**src/rtl/wb_arbiter_pkg.sv**
```systemverilog
`default_nettype none
// ============================================================================
// Module  : wb_arbiter_pkg
// Purpose : Shared types and constants for the writeback arbiter slice.
//           Register-address width, data width, default load-buffer depth,
//           arbitration state encoding, the buffered-beat record and a
//           destination decoder used to build the hazard busy mask.
// Ports   : none (package)
// Revision: 1.0 - initial release
// ============================================================================
package wb_arbiter_pkg;

    localparam int REG_ADDR_W    = 5;
    localparam int DATA_W        = 32;
    localparam int WB_FIFO_DEPTH = 4;

    typedef enum logic [0:0] {
        WB_ST_NORMAL = 1'b0,
        WB_ST_DRAIN  = 1'b1
    } wb_state_e;

    typedef struct packed {
        logic [REG_ADDR_W-1:0] dest;
        logic [DATA_W-1:0]     data;
    } wb_beat_t;

    // One-hot decode of a destination; r0 is hardwired so it never reads busy.
    function automatic logic [31:0] dest_decode(input logic [REG_ADDR_W-1:0] dest);
        logic [31:0] onehot;
        onehot       = '0;
        onehot[dest] = 1'b1;
        onehot[0]    = 1'b0;
        return onehot;
    endfunction

endpackage
`default_nettype wire

```
**src/rtl/wb_load_fifo.sv**
```systemverilog
`default_nettype none
// ============================================================================
// Module  : wb_load_fifo
// Purpose : Small circular buffer holding load results waiting for the
//           register-file write port. Pointers wrap modulo DEPTH; occupancy
//           is kept in a separate counter so full and empty are unambiguous.
//           A push is accepted while full only if a pop happens in the same
//           cycle. Per-entry valid and dest taps feed the busy mask.
// Ports   : clk, rst            clock / synchronous active-high reset
//           push, push_beat     write request and beat
//           pop, head_beat      read request and oldest beat
//           full, empty         occupancy flags
//           entry_valid/dest    per-slot taps
// Revision: 1.0 - initial release
// ============================================================================
module wb_load_fifo
    import wb_arbiter_pkg::*;
#(
    parameter int DEPTH = WB_FIFO_DEPTH
) (
    input  logic                              clk,
    input  logic                              rst,
    input  logic                              push,
    input  wb_beat_t                          push_beat,
    input  logic                              pop,
    output wb_beat_t                          head_beat,
    output logic                              full,
    output logic                              empty,
    output logic [DEPTH-1:0]                  entry_valid,
    output logic [DEPTH-1:0][REG_ADDR_W-1:0]  entry_dest
);

    localparam int PTR_W = $clog2(DEPTH);
    localparam int CNT_W = $clog2(DEPTH + 1);

    logic [PTR_W-1:0] rd_ptr_q, rd_ptr_d;
    logic [PTR_W-1:0] wr_ptr_q, wr_ptr_d;
    logic [CNT_W-1:0] count_q, count_d;
    logic [DEPTH-1:0] valid_q, valid_d;
    wb_beat_t         mem_q [DEPTH];
    wb_beat_t         mem_d [DEPTH];
    logic             do_push;
    logic             do_pop;

    assign full      = (count_q == CNT_W'(DEPTH));
    assign empty     = (count_q == '0);
    assign do_pop    = pop && !empty;
    assign do_push   = push && (!full || do_pop);
    assign head_beat = mem_q[rd_ptr_q];

    always_comb begin
        rd_ptr_d = rd_ptr_q;
        wr_ptr_d = wr_ptr_q;
        count_d  = count_q;
        valid_d  = valid_q;
        mem_d    = mem_q;
        // Clear before set: when full, push and pop hit the same slot.
        if (do_pop) begin
            valid_d[rd_ptr_q] = 1'b0;
            rd_ptr_d          = rd_ptr_q + PTR_W'(1);
        end
        if (do_push) begin
            valid_d[wr_ptr_q] = 1'b1;
            mem_d[wr_ptr_q]   = push_beat;
            wr_ptr_d          = wr_ptr_q + PTR_W'(1);
        end
        case ({do_push, do_pop})
            2'b10:   count_d = count_q + CNT_W'(1);
            2'b01:   count_d = count_q - CNT_W'(1);
            default: count_d = count_q;
        endcase
    end

    always_ff @(posedge clk) begin
        if (rst) begin
            rd_ptr_q <= '0;
            wr_ptr_q <= '0;
            count_q  <= '0;
            valid_q  <= '0;
            mem_q    <= '{default: '0};
        end else begin
            rd_ptr_q <= rd_ptr_d;
            wr_ptr_q <= wr_ptr_d;
            count_q  <= count_d;
            valid_q  <= valid_d;
            mem_q    <= mem_d;
        end
    end

    assign entry_valid = valid_q;

    for (genvar gi = 0; gi < DEPTH; gi++) begin : g_taps
        assign entry_dest[gi] = mem_q[gi].dest;
    end

endmodule
`default_nettype wire

```
**src/rtl/wb_arbiter.sv**
```systemverilog
`default_nettype none
// ============================================================================
// Module  : wb_arbiter
// Purpose : Writeback stage merging ALU and load results onto the single
//           register-file write port. ALU beats win; loads wait in
//           wb_load_fifo. A starvation counter forces a one-cycle drain
//           (ALU stalled) after STARVE_LIMIT consecutive ALU wins over a
//           non-empty buffer. Exports a busy mask of buffered load dests.
// Config  : WB_LOAD_BYPASS_EN - when defined, a load arriving with the buffer
//           empty, no ALU beat and state NORMAL is written directly
//           (one-cycle load latency) instead of being buffered.
// Ports   : clk, rst                         clock / sync active-high reset
//           alu_valid/dest/data, alu_stall   ALU source
//           mem_valid/dest/data, mem_ready   load source (valid/ready)
//           wb_en/dest/data                  registered register-file write
//           busy_mask                        regs with loads buffered
// Revision: 1.0 - initial release
// ============================================================================
module wb_arbiter
    import wb_arbiter_pkg::*;
#(
    parameter int LOAD_FIFO_DEPTH = WB_FIFO_DEPTH,
    parameter int STARVE_LIMIT    = 8
) (
    input  logic                  clk,
    input  logic                  rst,
    input  logic                  alu_valid,
    input  logic [REG_ADDR_W-1:0] alu_dest,
    input  logic [DATA_W-1:0]     alu_data,
    output logic                  alu_stall,
    input  logic                  mem_valid,
    output logic                  mem_ready,
    input  logic [REG_ADDR_W-1:0] mem_dest,
    input  logic [DATA_W-1:0]     mem_data,
    output logic                  wb_en,
    output logic [REG_ADDR_W-1:0] wb_dest,
    output logic [DATA_W-1:0]     wb_data,
    output logic [31:0]           busy_mask
);

    localparam int                STARVE_W   = $clog2(STARVE_LIMIT + 1);
    localparam logic [STARVE_W-1:0] STARVE_MAX = STARVE_W'(STARVE_LIMIT - 1);

    wb_state_e             state_q, state_d;
    logic [STARVE_W-1:0]   starve_q, starve_d;
    logic                  wb_en_q, wb_en_d;
    logic [REG_ADDR_W-1:0] wb_dest_q, wb_dest_d;
    logic [DATA_W-1:0]     wb_data_q, wb_data_d;

    logic                  fifo_push, fifo_pop, fifo_full, fifo_empty;
    wb_beat_t              fifo_head;
    logic [LOAD_FIFO_DEPTH-1:0]                 entry_valid;
    logic [LOAD_FIFO_DEPTH-1:0][REG_ADDR_W-1:0] entry_dest;

    logic                  sel_valid;
    wb_beat_t              sel_beat;
    logic                  load_bypass;

    wb_load_fifo #(
        .DEPTH (LOAD_FIFO_DEPTH)
    ) u_load_fifo (
        .clk         (clk),
        .rst         (rst),
        .push        (fifo_push),
        .push_beat   ({mem_dest, mem_data}),
        .pop         (fifo_pop),
        .head_beat   (fifo_head),
        .full        (fifo_full),
        .empty       (fifo_empty),
        .entry_valid (entry_valid),
        .entry_dest  (entry_dest)
    );

    assign alu_stall = (state_q == WB_ST_DRAIN);
    assign mem_ready = !fifo_full;
    // A bypassed load is written directly, so it must not also be buffered.
    assign fifo_push = mem_valid && mem_ready && !load_bypass;

    always_comb begin
        state_d     = state_q;
        starve_d    = starve_q;
        fifo_pop    = 1'b0;
        sel_valid   = 1'b0;
        sel_beat    = '0;
        load_bypass = 1'b0;
        case (state_q)
            WB_ST_NORMAL: begin
                if (alu_valid) begin
                    sel_valid = 1'b1;
                    sel_beat  = {alu_dest, alu_data};
                    if (fifo_empty) begin
                        starve_d = '0;
                    end else if (starve_q == STARVE_MAX) begin
                        // This cycle still goes to the ALU; the drain follows.
                        state_d  = WB_ST_DRAIN;
                        starve_d = '0;
                    end else begin
                        starve_d = starve_q + STARVE_W'(1);
                    end
                end else if (!fifo_empty) begin
                    fifo_pop  = 1'b1;
                    sel_valid = 1'b1;
                    sel_beat  = fifo_head;
                    starve_d  = '0;
                end else begin
                    starve_d = '0;
`ifdef WB_LOAD_BYPASS_EN
                    if (mem_valid) begin
                        load_bypass = 1'b1;
                        sel_valid   = 1'b1;
                        sel_beat    = {mem_dest, mem_data};
                    end
`endif
                end
            end
            WB_ST_DRAIN: begin
                fifo_pop  = !fifo_empty;
                sel_valid = !fifo_empty;
                sel_beat  = fifo_head;
                starve_d  = '0;
                state_d   = WB_ST_NORMAL;
            end
            default: state_d = WB_ST_NORMAL;
        endcase

        // r0 writes are consumed but never reach the register file.
        wb_en_d   = sel_valid && (sel_beat.dest != '0);
        wb_dest_d = sel_valid ? sel_beat.dest : wb_dest_q;
        wb_data_d = sel_valid ? sel_beat.data : wb_data_q;
    end

    always_ff @(posedge clk) begin
        if (rst) begin
            state_q   <= WB_ST_NORMAL;
            starve_q  <= '0;
            wb_en_q   <= 1'b0;
            wb_dest_q <= '0;
            wb_data_q <= '0;
        end else begin
            state_q   <= state_d;
            starve_q  <= starve_d;
            wb_en_q   <= wb_en_d;
            wb_dest_q <= wb_dest_d;
            wb_data_q <= wb_data_d;
        end
    end

    assign wb_en   = wb_en_q;
    assign wb_dest = wb_dest_q;
    assign wb_data = wb_data_q;

    always_comb begin
        busy_mask = '0;
        for (int i = 0; i < LOAD_FIFO_DEPTH; i++) begin
            if (entry_valid[i]) begin
                busy_mask = busy_mask | dest_decode(entry_dest[i]);
            end
        end
    end

endmodule
`default_nettype wire

```
**config.mk**
```make
export PLATFORM = sky130hd
export DESIGN_NAME = wb_arbiter
export DESIGN_NICKNAME = d
export VERILOG_FILES = /design/src/rtl/wb_arbiter_pkg.sv /design/src/rtl/wb_load_fifo.sv /design/src/rtl/wb_arbiter.sv
export SDC_FILE = /design/constraint.sdc
export NUM_CORES = 1
export LEC_CHECK = 0
export ABC_CLOCK_PERIOD_IN_PS = 3400
export CAP_MARGIN = 10
export CORE_ASPECT_RATIO = 0.6
export CORE_UTILIZATION = 53
export CTS_BUF_LIST = sky130_fd_sc_hd__clkbuf_16
export DETAILED_ROUTE_END_ITERATION = 10
export GPL_TIMING_DRIVEN = 0
export PLACE_DENSITY = 0.83
export SLEW_MARGIN = 40
export SYNTH_ARGS = -nofsm -noshare
export SYNTH_HDL_FRONTEND = slang
export SYNTH_SLANG_ARGS = --single-unit
```
**constraint.sdc**
```tcl
create_clock -name clk -period 3.4 [get_ports clk]
set_input_delay 1.02 -clock clk [delete_from_list [all_inputs] [get_ports clk]]
set_output_delay 1.02 -clock clk [all_outputs]
set_load 0.02 [all_outputs]
```
# Yosys cells after proc, flatten, opt, wreduce, memory -nomap -nowiden
# Index checks and enable logic that the tools add are counted.
# classes
add_sub_neg,5
multipliers,0
n_div,0
magnitude_cmp,15
eq_ne,4
shift,0
muxes,41
bitwise,9
n_reduce_logical,17
# op_table
operator,count
two-way mux 37 bit,5
bitwise mux 148 bit,1
two-way mux 32 bit,4
bitwise OR 32 bit,3
binary-select mux 37 bit (select 2 bit),1
demux 37 bit (select 2 bit),1
case mux 37 bit (2 select lines),1
"< comparator 5 x 6 -> 1 bit, second input constant",4
demux 1 bit (select 5 bit),4
">= comparator 5 x 1 -> 1 bit, second input constant",4
two-way mux 4 bit,5
two-way mux 1 bit,12
logical AND 1 bit,11
case mux 4 bit (2 select lines),1
">= comparator 3 bit, second input constant",2
"< comparator 2 x 3 -> 1 bit, second input constant",2
NOT 2 -> 3 bit,2
case mux 1 bit (2 select lines),3
case mux 3 bit (2 select lines),1
nonzero test 5 bit,1
"adder 2 x 1 -> 2 bit, second input constant",2
"adder 4 x 1 -> 4 bit, second input constant",1
AND 4 bit,1
demux 1 bit (select 2 bit),2
other kinds (15),17
# word_totals
ff_bits,202
latchBits,0
ramBits,0
mem_bits_ro,0
input_bits,78
word_cells,108
memories,0

# Depth between registers and ports, before layout
# Gate-level depths: netlist (run 1).
# logic_depth
ltp_word,11
mapped_depth,10

# Modules after synthesis
# Synthesis (run 1) repeated with hierarchy kept, for this count alone.
# hier_totals
cells_unflattened,1003
hier_area_um2,10523.8
# by_module_without_submodules
mod,instances,cells_per_inst,area_each_um2
wb_load_fifo,1,660,7527.2
wb_arbiter,1,343,2996.6

# Worst setup path after synthesis (run 1)
# OpenSTA, ideal clock, no wires.
# synth_path
path_kind,input-to-reg
from,input port alu_valid
to,register u_load_fifo.count_q[2]
setup_time_ns,0.070
t_arrival_ns,2.699
required_time_ns,3.330
slack_ns,0.631
stages,9
path_cell_list,nor2b_1 -> clkbuf_1 -> nor2_2 -> ha_1 -> inv_1 -> fa_1 -> xor2_1 -> or3_1 -> a21oi_1
# synth_via
elab_chain_cells,7
elab_cells_between_ends,9
cone_classes,eq/ne: 2; mux: 3; reduce/logical: 4
# synth_lines
element,line,text
start: declaration,wb_arbiter.sv:27,"input logic alu_valid,"
two-way mux 1 bit (*),wb_arbiter.sv:88,if (alu_valid) begin
case mux 1 bit (2 select lines) (*),wb_arbiter.sv:86,case (state_q)
logical AND 1 bit (*),wb_load_fifo.sv:47,assign do_pop = pop && !empty;
net u_load_fifo.do_pop,wb_load_fifo.sv:43,logic do_pop;
logical OR 1 bit,wb_load_fifo.sv:48,assign do_push = push && (!full || do_pop);
logical AND 1 bit,wb_load_fifo.sv:48,
equality test 2 x 1 -> 1 bit / equality test 2 bit (equally long branches),wb_load_fifo.sv:67,"case ({do_push, do_pop})"
case mux 3 bit (2 select lines) / nonzero test 2 bit (equally long branches),n/a,
end signal: assignment,wb_load_fifo.sv:84,count_q <= count_d;
end: declaration,wb_load_fifo.sv:38,"logic [CNT_W-1:0] count_q, count_d;"
# The timed path passes the listed nets; every way through them passes the cells marked *.
# A chain may end at the register's enable or synchronous reset.

# Worst setup path in the final report (run 1)
# layout_path
from,register u_load_fifo.mem_q (netlist bit u_load_fifo.entry_dest[16])
to,output port busy_mask[26]
# layout_via
elab_chain_cells,6
elab_cells_between_ends,7
cone_classes,order compare: 2; mux: 3; bitwise: 1; reduce/logical: 1
# layout_lines
element,line,text
start: declaration,wb_load_fifo.sv:40,wb_beat_t mem_q [DEPTH];
start signal: assignment,wb_load_fifo.sv:86,mem_q <= mem_d;
< comparator 5 x 6 -> 1 bit (not written as such) / >= comparator 5 x 1 -> 1 bit (equally long branches),wb_arbiter_pkg.sv:31,onehot[dest] = 1'b1;
logical AND 1 bit (not written as such),wb_arbiter_pkg.sv:31,
two-way mux 1 bit (not written as such),wb_arbiter_pkg.sv:31,
demux 1 bit (select 5 bit) (*),wb_arbiter_pkg.sv:31,
bitwise OR 32 bit (*),wb_arbiter.sv:156,busy_mask = busy_mask | dest_decode(entry_dest[i]);
two-way mux 32 bit (*),wb_arbiter.sv:155,if (entry_valid[i]) begin
end: declaration,wb_arbiter.sv:38,output logic [31:0] busy_mask
# Every way passes the cells marked *; elsewhere a longest branch is shown, timed or not.

==> metrics.txt, run 1 <==
via count 9254; Tcrit/Tclk final 0.981; IO Pins 150; gr usage total 0.326; mean post-synth cell area 8.43 um2; CP startpoint kind register; setup_tns 0 ns; GPL Wtd Cong between 0.9 and 1; Post-Syn Nets 1206; Leakage 4.33 nW; Finish-stage setup viols 0; final core utilization 0.685; Worst setup EP type output port; clock network fraction of design power 0.307; synthesis-stage register bit count 202; DP Wirelength 21300 um; fraction of the yosys area taken by sequential cells 0.430; top_reg_cell synth dfxtp_1; number of antenna violations at the first check in global routing 0; post-layout minimum cycle time 3.34 ns; CTS clock-pin slew for the worst setup and hold paths roughly 0.07 ns; Worst EP arrival 2.32 ns; Worst path slowest cell clkdlybuf4s50_1; Max stage delay on crit path about 0.62 ns; maximum vdd ir drop 0.350 mV; Slew HR 0.483; Fill cells roughly 1400; Simple-Gate Fraction of Synth Area 0.205; H-Tree Depth 1; final hold slack 0.446 ns; initial drt markers 992; P&R area growth vs syn 25.6%; routed len/inst a little under 20 um; Worst Skew 0.0166 ns; max frequency approximately 300 MHz; First-pass DRT Iterations 8; Least-Margin Pin Slew ~0.78 ns; Die W 174 um; largest family of logic cells by synthesized area simple AND/OR/NAND/NOR gates; die footprint 18300 um2; Core Area 17300 um2; DRT Wirelength 30200 um; commonest non-fill, non-tap cell in the layout nand2_1; most frequent cells in the layout nand2_1, dfxtp_1, a21oi_1; CP Max Fanout 9; Rows 37; largest net degree at the start of global routing 16; layout cell share with drive strength beyond 1 0.107; Clock Tree Root clkbuf_16; critical path required time 2.38 ns; mapped cell area 9420 um2; number of synthesized flops with an enable pin 0; Port-buffer cells 147; Die Y-Extent around 110 um; remaining antenna violation count 0; CP Cell Sequence nand3b_1 -> o22ai_1 -> a221o_1 -> clkdlybuf4s50_1; Post-Synth XOR/XNOR Area 0.00558; crit path kind reg -> out; Final Hold Viols 0; DRC 0; CTS Sinks roughly 200; final-stage net count 1363; reg2reg setup slack 0.77 ns; Max Slew Vio Count 0; vias per cell 6.09; RSZ-0062 raised after global routing false; Warnings, synthesis 0; Post-Synth Adder-Cell Area 0.0154; first-pass GRT wire length 47600 um; Synth Area in Compound Gates 0.169; Worst-Skew Late Latency ~0.5 ns; antenna cell count 0; Power Dens Cells 598 nW/um2; CTS Buffer Depth 3; Internal Pwr Total 0.00476 W; Sw Ratio 0.326; Overflow after GRT 0; post-synthesis mux area share 0.123; status complete, no violations; starting density of the core 0.545; Distinct cells, synth between 40 and 50; Async S/R FF share, synth 0; Net Switching 0.00231 W; CTS tree built; vias in the first global route 8959; HP Class reg -> reg; MaxCap Viol Count 0; Seq pwr share 0.396; Comb power frac 0.297; Mapped Cells 1117; Num CTS Buffers 19
-- registers in the layout, summed over array words and instances (netlist names), 2 cells and up --
signal	flops
u_load_fifo.count_q	3
u_load_fifo.mem_q	128
wb_dest	5
wb_data	32
u_load_fifo.entry_valid	4
u_load_fifo.rd_ptr_q	2
starve_q	4
u_load_fifo.entry_dest	20
u_load_fifo.wr_ptr_q	2
-- cells by family (layout without fill, tap and decap cells) --
| logic type | count (synthesis) | count (layout) |
|---|---|---|
| buf+inv | 105 | 274 |
| simple gates | 459 | 459 |
| compound gates | 264 | 264 |
| flops | 202 | 202 |
| other cells | 1 | 1 |
| mux | 69 | 69 |
| fa+ha+maj | 11 | 11 |
| xor+xnor | 6 | 6 |
-- routing by layer --
metal / vias up / track usage / wire, um
li1: 4200 / - / -
met4: 0 / 0.0965 / 650
met5: - / 0 / 0
met1: 4412 / 0.465 / 12900
met2: 573 / 0.485 / 12900
met3: 69 / 0.0833 / 3710
-- final cells by class --
| cell class | count | area [um2] | area share |
|---|---|---|---|
| clock buffer | 19 | 475 | 0.0402 |
| inverter | 13 | 48.8 | 0.00413 |
| timing repair buffer | 152 | 1490 | 0.126 |
| buffer | 76 | 389 | 0.0329 |
| clock inverter | 14 | 145 | 0.0123 |
| sequential | 202 | 4050 | 0.342 |
| multi-input combinational | 810 | 4940 | 0.417 |
| tap | 234 | 293 | 0.0248 |
-- path summary, 6_finish.rpt --
kind,startpoint,to,depth (start not counted)
worst max-delay path,u_load_fifo.entry_dest[16]$_SDFFE_PP0P_,busy_mask[26],4
worst min-delay path,starve_q[0]$_SDFF_PP0_,starve_q[0]$_SDFF_PP0_,1
worst max register to register,u_load_fifo.count_q[2]$_SDFFE_PP0P_,u_load_fifo.count_q[2]$_SDFFE_PP0P_,9
worst min register to register,starve_q[0]$_SDFF_PP0_,starve_q[0]$_SDFF_PP0_,1
-- power by group through the flow --
stage / registers [W] / logic (W) / clock network [W]
final: 0.00280 / 0.00210 / 0.00217
after detailed placement: 0.00281 / 0.00209 / 0
after global placement: 0.00279 / 0.00205 / 0
after CTS: 0.00277 / 0.00209 / 0.00217
after global routing: 0.00282 / 0.00224 / 0.00228
after floorplan: 0.00285 / 0.00133 / 0
-- through the flow --
step	cell area, um2	total power [W]	cells	setup WS [ns]
floorplan	9420	0.00418	1117	0.631
global placement	11200	0.00484	1498	-0.127
detailed placement	11200	0.00489	1498	-0.169
CTS	11800	0.00703	1524	-0.0978
global route	11800	0.00734	1520	0.00430
finish	11800	0.00707	1520	0.0646
-- cells in the mapped netlist (2+ instances only) --
library cell  count  area, um2
nand2_1         325       1220
dfxtp_1         202       4040
a21oi_1         169        846
nor2_1           71        267
clkbuf_1         51        191
mux4_2           37        833
a211oi_1         34        255
mux2i_1          32        320
buf_2            24        120
o221ai_1         20        175
buf_4            13       97.6
inv_1            13       48.8
a22oi_1          11       82.6
nand3b_1         11       82.6
o22ai_1          11       68.8
ha_1             10        125
nor3b_1           9       67.6
a221o_1           8       80.1
nand3_1           8       40.0
or3b_2            7       61.3
and3b_1           5       43.8
and2_1            4       25.0
and3_1            4       25.0
or3_1             4       25.0
a211o_1           3       26.3
buf_6             3       33.8
xnor2_1           3       26.3
xor2_1            3       26.3
a311oi_1          2       17.5
nor3_1            2       10.0
nor4_1            2       12.5
o21ai_0           2       10.0
or2_2             2       12.5
-- worst max-delay path, delay by kind of cell, from the launching register on --
family                 cells  cell delay, ns
buffers and inverters      1            0.62
AND/OR/NAND/NOR            1            0.32
AO/OA/AOI/OAI              2            0.38
flip-flops                 1            0.50
-- what timing repair did --
item	CTS	global route
gates cloned	0	0
setup endpoints to repair	27	14
gates resized for setup	32	6
hold buffers	0	0
pin swaps	1	1
buffers inserted	1	4
Power figures use the tool's default switching activity.
==> inputs of run 2 (changes only) <==
Settings changed: CTS_CLUSTER_DIAMETER from default to 30.
==> run 2 against run 1 <==
  * Final area up 3.1%
  * Combinational power about the same
  * Clock skew up 0.0030 ns
  * Sequential share of layout area down 1.0 points
  * Hold slack better by 0.0032 ns
  * Fmax down 0.74%
  * Sequential power about the same
  * Core utilization up 2.1 points
  * Setup slack worse by 0.025 ns
  * Register-to-register slack worse by 0.18 ns
  * First-iteration DRC count down 6.5%
==> metrics.txt, run 2 (synthesis gave the netlist of run 1 again) <==
status complete, no violations; H-Tree Depth 1 (unchanged); placed cells 1498 (unchanged); Port-buffer cells 147 (unchanged); post-route non-filler standard cell count 1537 (+1.1%); initial drt markers 928 (-6.5%); routed len/inst 20.1 um (+0.96%); First-pass DRT Iterations 5 (-3); via count 9424 (+1.8%); CTS Buffer Depth 3 (unchanged); Overflow after GRT 0 (unchanged); Num CTS Buffers 30 (+11); Worst-Skew Late Latency 0.56 ns (+0.06 ns); remaining antenna violation count 0 (unchanged); Finish-stage setup viols 0 (unchanged); Leakage 4.50 nW (+3.9%); Final Hold Viols 0 (unchanged); hold path cells 2 (+1); die footprint 18300 um2 (unchanged); DRC 0 (unchanged); Die Y-Extent 105 um (unchanged); final-stage net count 1371 (+0.59%); Max Slew Vio Count 0 (unchanged); Worst path slowest cell dfxtp_1; reg2reg setup slack 0.59 ns (-0.18 ns); layout cell share with drive strength beyond 1 0.121 (+0.0139); Most flops, register u_load_fifo.mem_q; Max stage delay on crit path 0.57 ns (-0.05 ns); gr usage total 0.332 (+0.00596); Slew HR 0.348 (-0.134); Worst R2R End u_load_fifo.count_q[2]$_SDFFE_PP0P_; Worst setup EP type output port; maximum vdd ir drop 0.452 mV (+29%); vias in the first global route 9154 (+2.2%); most frequent cells in the layout nand2_1, dfxtp_1, a21oi_1; Worst Skew 0.0195 ns (+0.00299 ns); Worst Min Path Start u_load_fifo.mem_q[57]$_SDFFE_PP0P_; CTS Sinks 202 (unchanged); Rows 37 (unchanged); buffer and inverter count on the worst path 1 (unchanged); P&R area growth vs syn 29.5%; CP Cell Sequence nand3b_1 -> o22ai_1 -> a221o_1 -> clkdlybuf4s50_1; Clock Tree Root clkbuf_16; CTS tree built; vias per cell 6.13 (+0.71%); HP Class reg -> reg; Worst EP arrival 2.34 ns (+0.02 ns); cell family with most CP delay flip-flops; max frequency 298 MHz (-0.74%); CTS clock-pin slew for the worst setup and hold paths 0.06 ns (about the same); antenna cell count 0 (unchanged); IO Pins 150 (unchanged); max reg flops 128 (unchanged); CP startpoint kind register; post-layout minimum cycle time 3.36 ns (+0.0247 ns); Die W 174 um (unchanged); DRT Wirelength 30900 um (+2.1%); Fill cells 1312 (-4.1%); Non-Filler Cell Area, Final 12200 um2 (+3.1%); CP Max Fanout 11 (+2); GPL Wtd Cong 0.975 (unchanged); Hold Crit Endpoint u_load_fifo.mem_q[57]$_SDFFE_PP0P_; DP Wirelength 21300 um (unchanged); first-pass GRT wire length 48400 um (+1.8%); Core Area 17300 um2 (unchanged); launch point of the worst reg-to-reg path u_load_fifo.count_q[0]$_SDFFE_PP0P_; number of antenna violations at the first check in global routing 0 (unchanged); Power Dens Cells 655 nW/um2 (+9.7%); MaxCap Viol Count 0 (unchanged); starting density of the core 0.545 (unchanged); largest net degree at the start of global routing 17 (+1); Least-Margin Pin Slew 0.973 ns (+0.196 ns); Tcrit/Tclk final 0.988 (+0.00728); commonest non-fill, non-tap cell in the layout nand2_1; critical path required time 2.38 ns (about the same); placed inst area 11200 um2 (unchanged); R2R depth 9 (unchanged); crit path kind reg -> out
==> run 2: cell count changes in the layout (fill, tap and decap cells not counted), moves of 2 or more <==
cell             delta
clkbuf_16          +11
dlygate4sd2_1       +5
clkdlybuf4s50_1     -4
clkinv_4            +3
clkinvlp_4          +3
and3_1              -2
and3_2              +2
buf_4               -2
clkbuf_2            -2
dfxtp_1             -2
dfxtp_2             +2
==> run 2: area by class of cell <==
| cell class | instances | area [um2] | share of cell area |
|---|---|---|---|
| plain buffers | 75 | 383 | 0.0314 |
| multi-input cells | 810 | 4940 | 0.405 |
| well taps | 234 | 293 | 0.0240 |
| clock inverters | 23 | 264 | 0.0216 |
| repair buffers | 150 | 1470 | 0.120 |
| inverters | 13 | 48.8 | 0.00400 |
| flip-flops and latches | 202 | 4050 | 0.332 |
| clock buffers | 30 | 751 | 0.0616 |
==> run 2: worst max path at each step <==
stage               cells after the start                                  end                                    start
finish                                  4                        busy_mask[25]  u_load_fifo.entry_dest[17]$_SDFFE_PP0P_
global route                            4                        busy_mask[25]   u_load_fifo.entry_dest[8]$_SDFFE_PP0P_
detailed placement                     10  u_load_fifo.count_q[2]$_SDFFE_PP0P_                                alu_valid
CTS                                     5                        busy_mask[12]    u_load_fifo.entry_valid[1]$_SDFF_PP0_
floorplan                               9  u_load_fifo.count_q[2]$_SDFFE_PP0P_                                alu_valid
global placement                       10  u_load_fifo.count_q[2]$_SDFFE_PP0P_                                alu_valid
==> run 2: per-stage QoR <==
stage / total power [W] / setup slack, ns / hold slack, ns / utilization / setup TNS, ns
final: 0.00799 / 0.0398 / 0.449 / 0.706 / 0
after global routing: 0.00826 / -0.0286 / 0.468 / 0.706 / -0.0364
after CTS: 0.00794 / 0.00294 / 0.450 / 0.705 / 0
after detailed placement: 0.00489 / -0.169 / 0.437 / 0.648 / -0.169
after global placement: 0.00484 / -0.127 / 0.435 / 0.647 / -0.127
after floorplan: 0.00418 / 0.631 / 0.417 / - / 0
==> run 2: worst min-delay path: stages (launching register included) <==
cell and delay, ns:
dfxtp_1 0.30, nand2_1 0.05, a21oi_1 0.05
==> run 2: repair_timing <==
action                     in CTS  in global routing
gates resized for setup        35                 10
pin swaps                       1                  1
setup buffers                   1                  2
gates cloned                    0                  0
setup endpoints to repair      31                  9
hold buffers                    0                  0
==> run 2: per-layer routing <==
layer,wire length (um),up-vias,track usage
li1,-,4220,-
met1,13100,4521,0.471
met2,13300,612,0.497
met3,3860,71,0.0895
met4,634,0,0.0890
met5,0,-,0
==> run 2: report_power, final <==
group / switching, W / internal [W]
registers: 0.000198 / 0.00260
logic: 0.00120 / 0.000908
clock network: 0.00116 / 0.00192
==> inputs of run 3 (changes only) <==
Settings changed: TNS_END_PERCENT from default to 20.
==> run 3 against run 2 <==
  * The flow now finishes with violations (negative setup slack)
  * Cell count is 0.52% higher
  * Sequential share of layout area is 0.11 points lower
  * Final area up 0.27%
  * Hold slack worse by 0.00057 ns
  * Clock skew fell by 0.0015 ns
  * Fmax down 3.2%
  * Sequential cell count is the same
  * First-iteration DRC count up 2.6%
  * Largest power group unchanged
  * Highest routed layer unchanged
==> metrics.txt, run 3 (synthesis gave the netlist of run 1 again) <==
HP Class reg -> reg; number of antenna violations at the first check in global routing 0 (unchanged); gr usage total 0.333 (+0.000877); Critical Path Start u_load_fifo.entry_valid[1]$_SDFF_PP0_; Worst Min Path Start u_load_fifo.mem_q[57]$_SDFFE_PP0P_; crit path kind reg -> out; Overflow after GRT 0 (unchanged); MaxCap Viol Count 0 (unchanged); Die Y-Extent 105 um (unchanged); Worst Skew 0.0181 ns (-0.00148 ns); Leakage 4.55 nW (+1.2%); Non-Filler Cell Area, Final 12200 um2 (+0.27%); Slew HR 0.340 (-0.00834); Clock Tree Root clkbuf_16; status finished, violations left; Max Slew Vio Count 0 (unchanged); Core Area 17300 um2 (unchanged); maximum vdd ir drop 0.454 mV (+0.42%); Least-Margin Pin Slew 0.985 ns (+0.0124 ns); hold bufs inserted after CTS 0 (unchanged); post-layout minimum cycle time 3.47 ns (+0.113 ns); Num CTS Buffers 30 (unchanged); routed len/inst 20.0 um (-0.31%); CTS Buffer Depth 3 (unchanged); Worst EP arrival 2.45 ns (+0.11 ns); failing checks negative setup slack; DRT Wirelength 30900 um (+0.20%); vias in the first global route 9175 (+0.23%); GPL Wtd Cong 0.975 (unchanged); layout cell share with drive strength beyond 1 0.123 (+0.00155); Die W 174 um (unchanged); setup_tns -0.185 ns (-0.185 ns); vias per cell 6.14 (about the same); commonest non-fill, non-tap cell in the layout nand2_1; CP Max Fanout 8 (-3); Power Dens Cells 654 nW/um2 (-0.18%); DP Wirelength 21300 um (unchanged); first-pass GRT wire length 48500 um (+0.23%); CTS clock-pin slew for the worst setup and hold paths 0.05 ns (about the same); Final Hold Viols 0 (unchanged); Port-buffer cells 147 (unchanged); critical path required time 2.38 ns (about the same); Rows 37 (unchanged); Finish-stage setup viols 3 (+3); most frequent cells in the layout nand2_1, dfxtp_1, a21oi_1; final-stage net count 1379 (+0.58%); P&R area growth vs syn 29.9%; IO Pins 150 (unchanged); Worst setup EP type output port; Worst Setup Slack post-DPL -0.169 ns (unchanged); Most flops, register u_load_fifo.mem_q; RSZ-0062 raised after global routing true; via count 9480 (+0.59%); Tcrit/Tclk final 1.02 (+0.0331); max reg flops 128 (unchanged); CTS tree built; max frequency 288 MHz (-3.2%); H-Tree Depth 1 (unchanged); launch point of the worst reg-to-reg path u_load_fifo.count_q[0]$_SDFFE_PP0P_; DRC 0 (unchanged); slack of the critical path -0.0728 ns (-0.113 ns); Worst-Skew Late Latency 0.56 ns (about the same); First-pass DRT Iterations 6 (+1); antenna cell count 0 (unchanged); initial drt markers 952 (+2.6%); placed inst area 11200 um2 (unchanged); remaining antenna violation count 0 (unchanged); Pwr Total 0.00800 W (about the same); CTS Sinks 202 (unchanged); largest net degree at the start of global routing 17 (unchanged); die footprint 18300 um2 (unchanged); CP startpoint kind register; starting density of the core 0.545 (unchanged)
[run 3: cell types whose count changed in the layout (fill, tap and decap cells not counted), moves of 2 or more]
| cell | delta |
|---|---|
| and3_1 | +2 |
| and3_2 | -2 |
| clkbuf_2 | +8 |
| dfxtp_1 | +2 |
| dfxtp_2 | -2 |
[run 3: layout make-up]
type                    instances  area (um2)
multi-input cells             810        4930
clock inverters                23         264
plain buffers                  83         423
repair buffers                150        1470
inverters                      13        48.8
well taps                     234         293
clock buffers                  30         751
fillers                      1313        5040
flip-flops and latches        202        4050
[run 3: path summary, 6_finish.rpt]
kind,end,slack (ns),depth (start not counted)
hold reg to reg,u_load_fifo.mem_q[57]$_SDFFE_PP0P_,0.45,2
setup reg to reg,u_load_fifo.count_q[2]$_SDFFE_PP0P_,0.58,9
hold / removal,u_load_fifo.mem_q[57]$_SDFFE_PP0P_,0.45,2
setup / recovery,busy_mask[23],-0.07,4
[run 3: stage by stage]
step	cells	hold slack, ns	utilization
final	1545	0.449	0.708
after global routing	1545	0.468	0.708
after CTS	1546	0.450	0.706
after detailed placement	1498	0.437	0.648
after global placement	1498	0.435	0.647
after floorplan	1117	0.417	-
[run 3: layer usage]
metal,part of all wire,track usage,vias to the layer above
met4,0.022,0.0883,0
li1,-,-,4246
met2,0.43,0.500,610
met1,0.43,0.473,4549
met5,0,0,-
met3,0.12,0.0873,75
[run 3: worst max-delay path, stage by stage, from the launching register on]
cell,delay (ns)
dfxtp_1,0.44
nand3_1,0.38
o22ai_1,0.31
a221o_1,0.15
clkdlybuf4s50_1,0.61
[run 3: report_power, final]
group          leakage, nW  internal, W  switching (W)  total (W)
clock                0.490      0.00192        0.00117    0.00309
sequential            1.65      0.00260       0.000182    0.00279
combinational         2.42     0.000910        0.00122    0.00213
total                 4.55      0.00544        0.00256    0.00800
[run 3: repair_timing]
item	CTS	global route
buffers inserted	0	3
pin swaps	1	1
setup endpoints to repair	31	9
gates resized for setup	40	11
